$ cat src/rtl/sysbus_pkg.sv
// Shared definitions for the system-bus arbiter: requester indices and FSM state encoding.
package sysbus_pkg;

    localparam int REQ_CPU  = 0;
    localparam int REQ_DMA0 = 1;
    localparam int REQ_DMA1 = 2;

    typedef enum logic [1:0] {
        ARB_IDLE  = 2'd0,
        ARB_GRANT = 2'd1,
        ARB_TURN  = 2'd2
    } arb_state_t;

endpackage

$ cat src/rtl/sysbus_rr_pick.sv
// Combinational round-robin picker: first set request scanning upward from ptr+1, wrapping mod NREQ.
module rr_pick #(
    parameter int NREQ = 3,
    parameter int IW   = 2
) (
    input  logic [NREQ-1:0] req,
    input  logic [IW-1:0]   ptr,
    output logic [NREQ-1:0] pick,
    output logic [IW-1:0]   pick_id,
    output logic            any
);

    always_comb begin
        int idx;
        logic [IW-1:0] sel;
        pick    = '0;
        pick_id = '0;
        any     = 1'b0;
        idx     = 0;
        sel     = '0;
        for (int i = 1; i <= NREQ; i++) begin
            // Explicit wrap so non-power-of-two NREQ never indexes past the last requester.
            idx = int'(ptr) + i;
            if (idx >= NREQ) idx = idx - NREQ;
            sel = IW'(idx);
            if (!any && req[sel]) begin
                any       = 1'b1;
                pick[sel] = 1'b1;
                pick_id   = sel;
            end
        end
    end

endmodule

$ cat src/rtl/sysbus_arbiter.sv
// Round-robin bus arbiter with registered one-hot grant, turnaround gap between owners
// and a burst limit that preempts an unlocked owner when others are waiting.
module sysbus_arbiter
    import sysbus_pkg::*;
#(
    parameter int NREQ        = 3,
    parameter int MAX_BURST   = 16,
    parameter int TURN_CYCLES = 1
) (
    input  logic                                  clk,
    input  logic                                  reset,
    input  logic [NREQ-1:0]                       req,
    input  logic [NREQ-1:0]                       lock,
    output logic [NREQ-1:0]                       gnt,
    output logic                                  gnt_valid,
    output logic [((NREQ > 1) ? $clog2(NREQ) : 1)-1:0] gnt_id,
    output logic                                  preempt,
    output arb_state_t                            dbg_state
);

    localparam int IW = (NREQ > 1) ? $clog2(NREQ) : 1;
    localparam int CW = (MAX_BURST > 0) ? $clog2(MAX_BURST + 1) : 1;
    localparam int TW = (TURN_CYCLES > 1) ? $clog2(TURN_CYCLES) : 1;
    localparam logic [CW-1:0] BURST_LAST = CW'((MAX_BURST > 0) ? MAX_BURST - 1 : 0);
    localparam logic [TW-1:0] TURN_LAST  = TW'(TURN_CYCLES - 1);

    arb_state_t      state, state_nx;
    logic [NREQ-1:0] gnt_nx;
    logic [IW-1:0]   gnt_id_nx;
    logic            preempt_nx;
    logic [CW-1:0]   burst_cnt, burst_nx;
    logic [TW-1:0]   turn_cnt, turn_nx;
    logic [IW-1:0]   rr_ptr, rr_nx;

    logic [NREQ-1:0] pick;
    logic [IW-1:0]   pick_id;
    logic            pick_any;
    logic            others;
    logic            preempt_hit;

    rr_pick #(.NREQ(NREQ), .IW(IW)) u_pick (
        .req     (req),
        .ptr     (rr_ptr),
        .pick    (pick),
        .pick_id (pick_id),
        .any     (pick_any)
    );

    assign others      = |(req & ~gnt);
    assign preempt_hit = (MAX_BURST != 0) && (burst_cnt == BURST_LAST) && !lock[gnt_id] && others;
    assign gnt_valid   = |gnt;
    assign dbg_state   = state;

    always_comb begin
        state_nx   = state;
        gnt_nx     = gnt;
        gnt_id_nx  = gnt_id;
        preempt_nx = 1'b0;
        burst_nx   = burst_cnt;
        turn_nx    = turn_cnt;
        rr_nx      = rr_ptr;
        case (state)
            ARB_IDLE: begin
                if (pick_any) begin
                    state_nx  = ARB_GRANT;
                    gnt_nx    = pick;
                    gnt_id_nx = pick_id;
                    rr_nx     = pick_id;
                    burst_nx  = '0;
                end
            end
            ARB_GRANT: begin
                // A release beats a preemption that would fire in the same cycle.
                if (!req[gnt_id]) begin
                    state_nx = ARB_TURN;
                    gnt_nx   = '0;
                    turn_nx  = '0;
                end else if (preempt_hit) begin
                    state_nx   = ARB_TURN;
                    gnt_nx     = '0;
                    turn_nx    = '0;
                    preempt_nx = 1'b1;
                end else if (burst_cnt != BURST_LAST) begin
                    burst_nx = burst_cnt + 1'b1;
                end
            end
            ARB_TURN: begin
                if (turn_cnt == TURN_LAST) begin
                    if (pick_any) begin
                        state_nx  = ARB_GRANT;
                        gnt_nx    = pick;
                        gnt_id_nx = pick_id;
                        rr_nx     = pick_id;
                        burst_nx  = '0;
                    end else begin
                        state_nx = ARB_IDLE;
                    end
                end else begin
                    turn_nx = turn_cnt + 1'b1;
                end
            end
            default: begin
                state_nx = ARB_IDLE;
                gnt_nx   = '0;
            end
        endcase
    end

    always_ff @(posedge clk) begin
        if (reset) begin
            state     <= ARB_IDLE;
            gnt       <= '0;
            gnt_id    <= '0;
            preempt   <= 1'b0;
            burst_cnt <= '0;
            turn_cnt  <= '0;
            rr_ptr    <= IW'(NREQ - 1);
        end else begin
            state     <= state_nx;
            gnt       <= gnt_nx;
            gnt_id    <= gnt_id_nx;
            preempt   <= preempt_nx;
            burst_cnt <= burst_nx;
            turn_cnt  <= turn_nx;
            rr_ptr    <= rr_nx;
        end
    end

endmodule

$ cat config.mk
export PLATFORM = sky130hd
export DESIGN_NAME = sysbus_arbiter
export DESIGN_NICKNAME = d
export VERILOG_FILES = /design/src/rtl/sysbus_pkg.sv /design/src/rtl/sysbus_rr_pick.sv /design/src/rtl/sysbus_arbiter.sv
export SDC_FILE = /design/constraint.sdc
export NUM_CORES = 1
export LEC_CHECK = 0
export CAP_MARGIN = 20
export CORE_UTILIZATION = 45
export CTS_CLUSTER_SIZE = 24
export DETAILED_ROUTE_END_ITERATION = 10
export GPL_TIMING_DRIVEN = 0
export PLACE_DENSITY = 0.74
export SLEW_MARGIN = 15
export SYNTH_ARGS = -nofsm -noshare
export SYNTH_HDL_FRONTEND = slang
export SYNTH_SLANG_ARGS = --single-unit
$ cat constraint.sdc
create_clock -name clk -period 3.3 [get_ports clk]
set_input_delay 0.495 -clock clk [delete_from_list [all_inputs] [get_ports clk]]
set_output_delay 0.495 -clock clk [all_outputs]
set_load 0.01 [all_outputs]
Word-level counts from Yosys, hierarchy flattened
Cells that the tools add are included.
Widths: inputs -> output; s select.
- $lt $le $gt $ge: 10
- bitwise logic cells: 6
- add/sub/neg operators: 8
- muxes and demuxes: 56
- reduce and logical (&&, ||, !) cells: 22
- equality and inequality tests: 10
- operators with widths (cell ; count):
    $mux 2 ; 14
    $mux 5 ; 5
    $mux 3 ; 7
    $mux 1 ; 16
    $pmux 5 s3 ; 1
    $lt 2x3->1 const B ; 4
    $bmux 1 s2 ; 5
    $ne 2x2->1 const B ; 5
    $ge 3x2->1 const B ; 3
    $pmux 3 s3 ; 1
    $reduce_or 3->1 ; 3
    $pmux 2 s2 ; 2
    $logic_and 1x1->1 ; 7
    $add 2x2->3 const B ; 2
    $demux 1 s2 ; 3
    $ge 2x1->1 const B ; 3
    $or 3x3->3 ; 2
    $pmux 2 s3 ; 1
    $reduce_and 2->1 ; 3
    $sub 2x1->2 const B ; 3
    $add 5x1->5 const B ; 1
    $eq 5x4->1 const B ; 1
    $ne 5x4->1 const B ; 1
    $reduce_and 5->1 ; 1
    other kinds (14) ; 18
- bits in registers: 16
- input bits: 8
- output and inout port bits: 9

Depth between registers and ports, before layout
- word-level depth: 15
- mapped depth: 9
- gate-level depth less buffers: 7

Modules after synthesis
A second synthesis with hierarchy kept.
- cells, all modules: 130
- area total of the unflattened synthesis: 1031.0 um2
- by module, submodules not included (module ; area an instance (um2) ; instances ; seq. area each (um2) ; cells an instance):
    sysbus_arbiter ; 693.2 ; 1 ; 280.3 ; 84
    rr_pick ; 337.8 ; 1 ; 0.0 ; 46

Worst setup path before layout
Ideal clock, no wire load.
- path type: register to register
- start point: register rr_ptr[0]
- end point: register burst_cnt[1]
- data required time: 3226 ps
- setup time: 74 ps
- period minus slack after synthesis: 2088 ps
- stages on the path, launching flop included: 10
- slack: 1212 ps
- data arrival time: 2015 ps
- cell sequence: dfxtp_1 -> buf_2 -> inv_1 -> ha_1 -> buf_2 -> nand3_1 -> o21a_1 -> nand3b_4 -> a21o_4 -> o22ai_2
- word-level cells in the longest chain between the ends: 15
- elaborated cells on any way between the ends: 28
- ends and longest elaborated chain (what ; RTL line ; source):
    start, declared ; sysbus_arbiter.sv:33 ; logic [IW-1:0] rr_ptr, rr_nx;
    start signal, assigned ; sysbus_arbiter.sv:117 ; rr_ptr <= IW'(NREQ - 1);
    start signal, assigned ; sysbus_arbiter.sv:125 ; rr_ptr <= rr_nx;
    $add 2x1->3 ; sysbus_rr_pick.sv:23 ; idx = int'(ptr) + i;
    $ge 3x2->1 or $sub 2x1->2 (tied branches) ; sysbus_rr_pick.sv:24 ; if (idx >= NREQ) idx = idx - NREQ;
    $mux 2 ; sysbus_rr_pick.sv:24 ;
    $bmux 1 s2 ; sysbus_rr_pick.sv:26 ; if (!any && req[sel]) begin
    $mux 1 (not written as such) ; sysbus_rr_pick.sv:26 ;
    $mux 1 ; sysbus_rr_pick.sv:26 ;
    $logic_not 1->1 ; sysbus_rr_pick.sv:26 ;
    $logic_and 1x1->1 ; sysbus_rr_pick.sv:26 ;
    $mux 1 ; sysbus_rr_pick.sv:26 ;
    $logic_not 1->1 ; sysbus_rr_pick.sv:26 ;
    $logic_and 1x1->1 ; sysbus_rr_pick.sv:26 ;
    $mux 1 * ; sysbus_rr_pick.sv:26 ;
    $mux 5 * ; - ;
    $mux 5 ; - ;
    $pmux 5 s3 * ; - ;
    end signal, assigned ; sysbus_arbiter.sv:123 ; burst_cnt <= burst_nx;
    end, declared ; sysbus_arbiter.sv:31 ; logic [CW-1:0] burst_cnt, burst_nx;
Mark *: on every way between the ends. The rest lies on a longest branch, timed or not. The select of a mux whose other input is x is not followed.
A chain may end at the register's enable or synchronous reset.

Worst setup path after layout
Ends and elaborated chain as after synthesis.

==> summary.txt <==
Status
  – Status: finished, final reports clean

Drt
  – Drt pass-1 iters: 4
  – Antenna-violating nets left: 0
  – Via density per instance: 5.60
  – Via Count: 902
  – Drt drc: 0
  – Drt total wl: 2.16 mm
  – Routed length per instance: 13.4 um
  – Starting DRT DRC Count: 18

Final layout
  – Share of post-route cells with drive strength above 1: 12.7%
  – Filler cells: 184
  – Final nets: 151
  – Most frequent cells in the layout: dfxtp_1 (14), clkdlybuf4s50_1 (14), nor2_1 (11)
  – Antenna Diode Count: 0
  – P&R area growth vs syn: 20.6%

Floorplanning
  – Initial Util: ~50%
  – Rows: 16
  – Die area: ~2500 um2
  – Die W: 49.6 um
  – Core area: 2040 um2
  – Ports: 17
  – Die Span Y: 49.6 um

Synth
  – Yosys reg bits: 14
  – Prevailing post-synth register cell: dfxtp_1
  – Library cells used by synthesis: 45
  – Netlist Area Pre-Place: around 1000 um2
  – Post-synth ARST share: 0%
  – Synthesized area per cell: 8.79 um2
  – Syn Nets: 132
  – Yosys warning count: 0
  – Syn Inst Count: 116
  – EDFF count, synth: 0
  – Sequential fraction of the synthesis area: 27.5%

CTS
  – Clk slew on worst S/H paths: approximately 80 ps
  – Clock buffer depth: 2
  – Worst-skew pair later-pin latency: 290 ps
  – TritonCTS clock tree: done
  – CTS buffer count: 3
  – Root buffer cell: clkbuf_4
  – Clock sink count: 14
  – Cts hold-fix bufs: 0
  – Post-CTS setup buffers: 0
  – Post-CTS Resized: 0
  – H-Tree Depth: 1

Pwr
  – Clk network pwr share: 12.3%
  – Power Total: 1.02 mW
  – P_int: 0.567 mW
  – Sw frac: 44.4%
  – PwrDens: 829 nW/um2
  – Leak: 0.520 nW
  – Max VDD drop: around 0.00057 V
  – Sw power: 0.452 mW
  – Combinational share of power: 63.7%
  – Sequential Power Share: 24.0%

Critical path
  – Critical path's largest stage delay: 370 ps
  – R2R Setup Slk: 940 ps
  – WP data arrival: 2590 ps
  – Crit path kind: reg2reg
  – Crit-path most repeated cell: buf_2
  – Crit-path cells: buf_2, inv_1, ha_1, buf_2, nand3_1, o21a_1, nand3b_4, a21o_4, o22ai_2
  – Setup crit start kind: register
  – Worst Setup EP: burst_cnt[1]
  – RR Endpoint: burst_cnt[1]
  – Crit Path Max Fanout: 10
  – CP endpoint kind: register
  – CP startpoint: rr_ptr[0]
  – Slowest stage cell, crit path: dfxtp_1
  – Critical Path RT: 3520 ps
  – Worst R2R Path Depth: 9
  – Worst R2R Start: rr_ptr[0]

Run
  – Max cap viols: 0

Global route
  – Initial antenna violation count: 0
  – Total gr overflow: 0
  – First-pass GRT wire length: approximately 3.6 mm
  – Largest net degree at the start of global routing: 11
  – Vias in the first global route: 834
  – GR Util All Layers: 19.5%

Timing
  – Least-Margin Pin Slew: 443 ps
  – Final setup margin: 938 ps
  – Worst rel slew slack: between 70 and 80%
  – Final number of setup-violating endpoints: 0
  – RSZ-0062 raised after global routing: false
  – Final critical-path required period: 2360 ps
  – Worst Skew: around 2.3 ps
  – Hold Violations, Final: 0
  – Hold Slack: 452 ps
  – Max-slew violations: 0
  – Setup_tns: 0 ps
  – Tcrit/Tclk final: 71.6%
  – Fmax achieved: roughly 420 MHz

Placement
  – IO Port Bufs: 14
  – Worst slack, placed: 931 ps
  – GP Congestion: slightly above 0.8
  – Final HPWL DP: 1.68 mm

Worst hold path
  – Hold Crit Class: reg2reg
==> power by group through the flow <==
stage / logic (mW) / registers, mW / clock network, mW
after floorplan: 0.465 / 0.252 / 0
after global placement: 0.633 / 0.247 / 0
after detailed placement: 0.648 / 0.249 / 0
after CTS: 0.650 / 0.244 / 0.129
after global routing: 0.709 / 0.250 / 0.137
final: 0.649 / 0.245 / 0.125
==> registers in the layout, summed over array words and instances, names as in the netlist <==
signal and flops:
burst_cnt 5, gnt 3, dbg_state 2, rr_ptr 2, gnt_id 1, preempt 1
==> stage by stage <==
step	area [um2]	cells	util (%)
detailed placement	1190	157	58.5
finish	1230	161	60.2
global placement	1190	157	58.5
CTS	1230	161	60.2
global route	1230	161	60.2
floorplan	1020	116	-
==> how the worst min path moves through the flow <==
stage / startpoint / to / slack, ps / cells past startpoint
final: burst_cnt[4] / burst_cnt[4] / 450 / 2
after global routing: burst_cnt[4] / burst_cnt[4] / 490 / 2
after CTS: burst_cnt[4] / burst_cnt[4] / 460 / 2
after detailed placement: burst_cnt[4] / burst_cnt[4] / 440 / 2
after global placement: burst_cnt[4] / burst_cnt[4] / 440 / 2
after floorplan: burst_cnt[4] / burst_cnt[4] / 430 / 2
==> Yosys cell counts (2+ instances only) <==
library cell	instances	area [um2]
a21oi_1	2	10.0
a2bb2oi_1	2	17.5
a41oi_1	2	17.5
and3_1	2	12.5
buf_2	2	10.0
dfxtp_1	14	280
ha_1	8	100
inv_1	8	30.0
mux2i_1	3	30.0
nand2_1	8	30.0
nand2b_1	7	43.8
nand3_1	7	35.0
nand4_1	2	12.5
nor2_1	11	41.3
nor2b_1	2	12.5
o21ai_0	2	10.0
o22ai_2	2	25.0
o2bb2ai_1	3	26.3
xor2_1	3	26.3
==> layout make-up <==
class / count / area, um2 / area share (%)
buffer: 5 / 32.5 / 2.64
clock buffer: 4 / 36.3 / 2.95
inverter: 8 / 30.0 / 2.44
multi-input combinational: 89 / 677 / 55.0
sequential: 14 / 280 / 22.8
tap: 27 / 33.8 / 2.75
timing repair buffer: 14 / 140 / 11.4
==> logic make-up after synthesis <==
family / synth area share (%)
XOR/XNOR: 2.58
buffers and inverters: 6.13
AO/OA/AOI/OAI: 24.3
flip-flops: 27.5
multiplexers: 5.52
AND/OR/NAND/NOR: 24.2
adder cells (fa/ha/maj): 9.82
==> routing by layer <==
metal	GRT usage (%)	wire, um
met4	12.9	63
met5	0	0
met3	1.85	86
met2	30.9	967
met1	24.9	1040
==> worst max-delay path: cells and delay by family, from the launching register on <==
kind / cells / cell delay [ps]
AOI/OAI and AO/OA: 3 / 750
and+or+nand+nor: 2 / 240
adders and majority gates: 1 / 370
buffers and inverters: 3 / 560
DFF: 1 / 370
(Power assumes the default switching activity.)
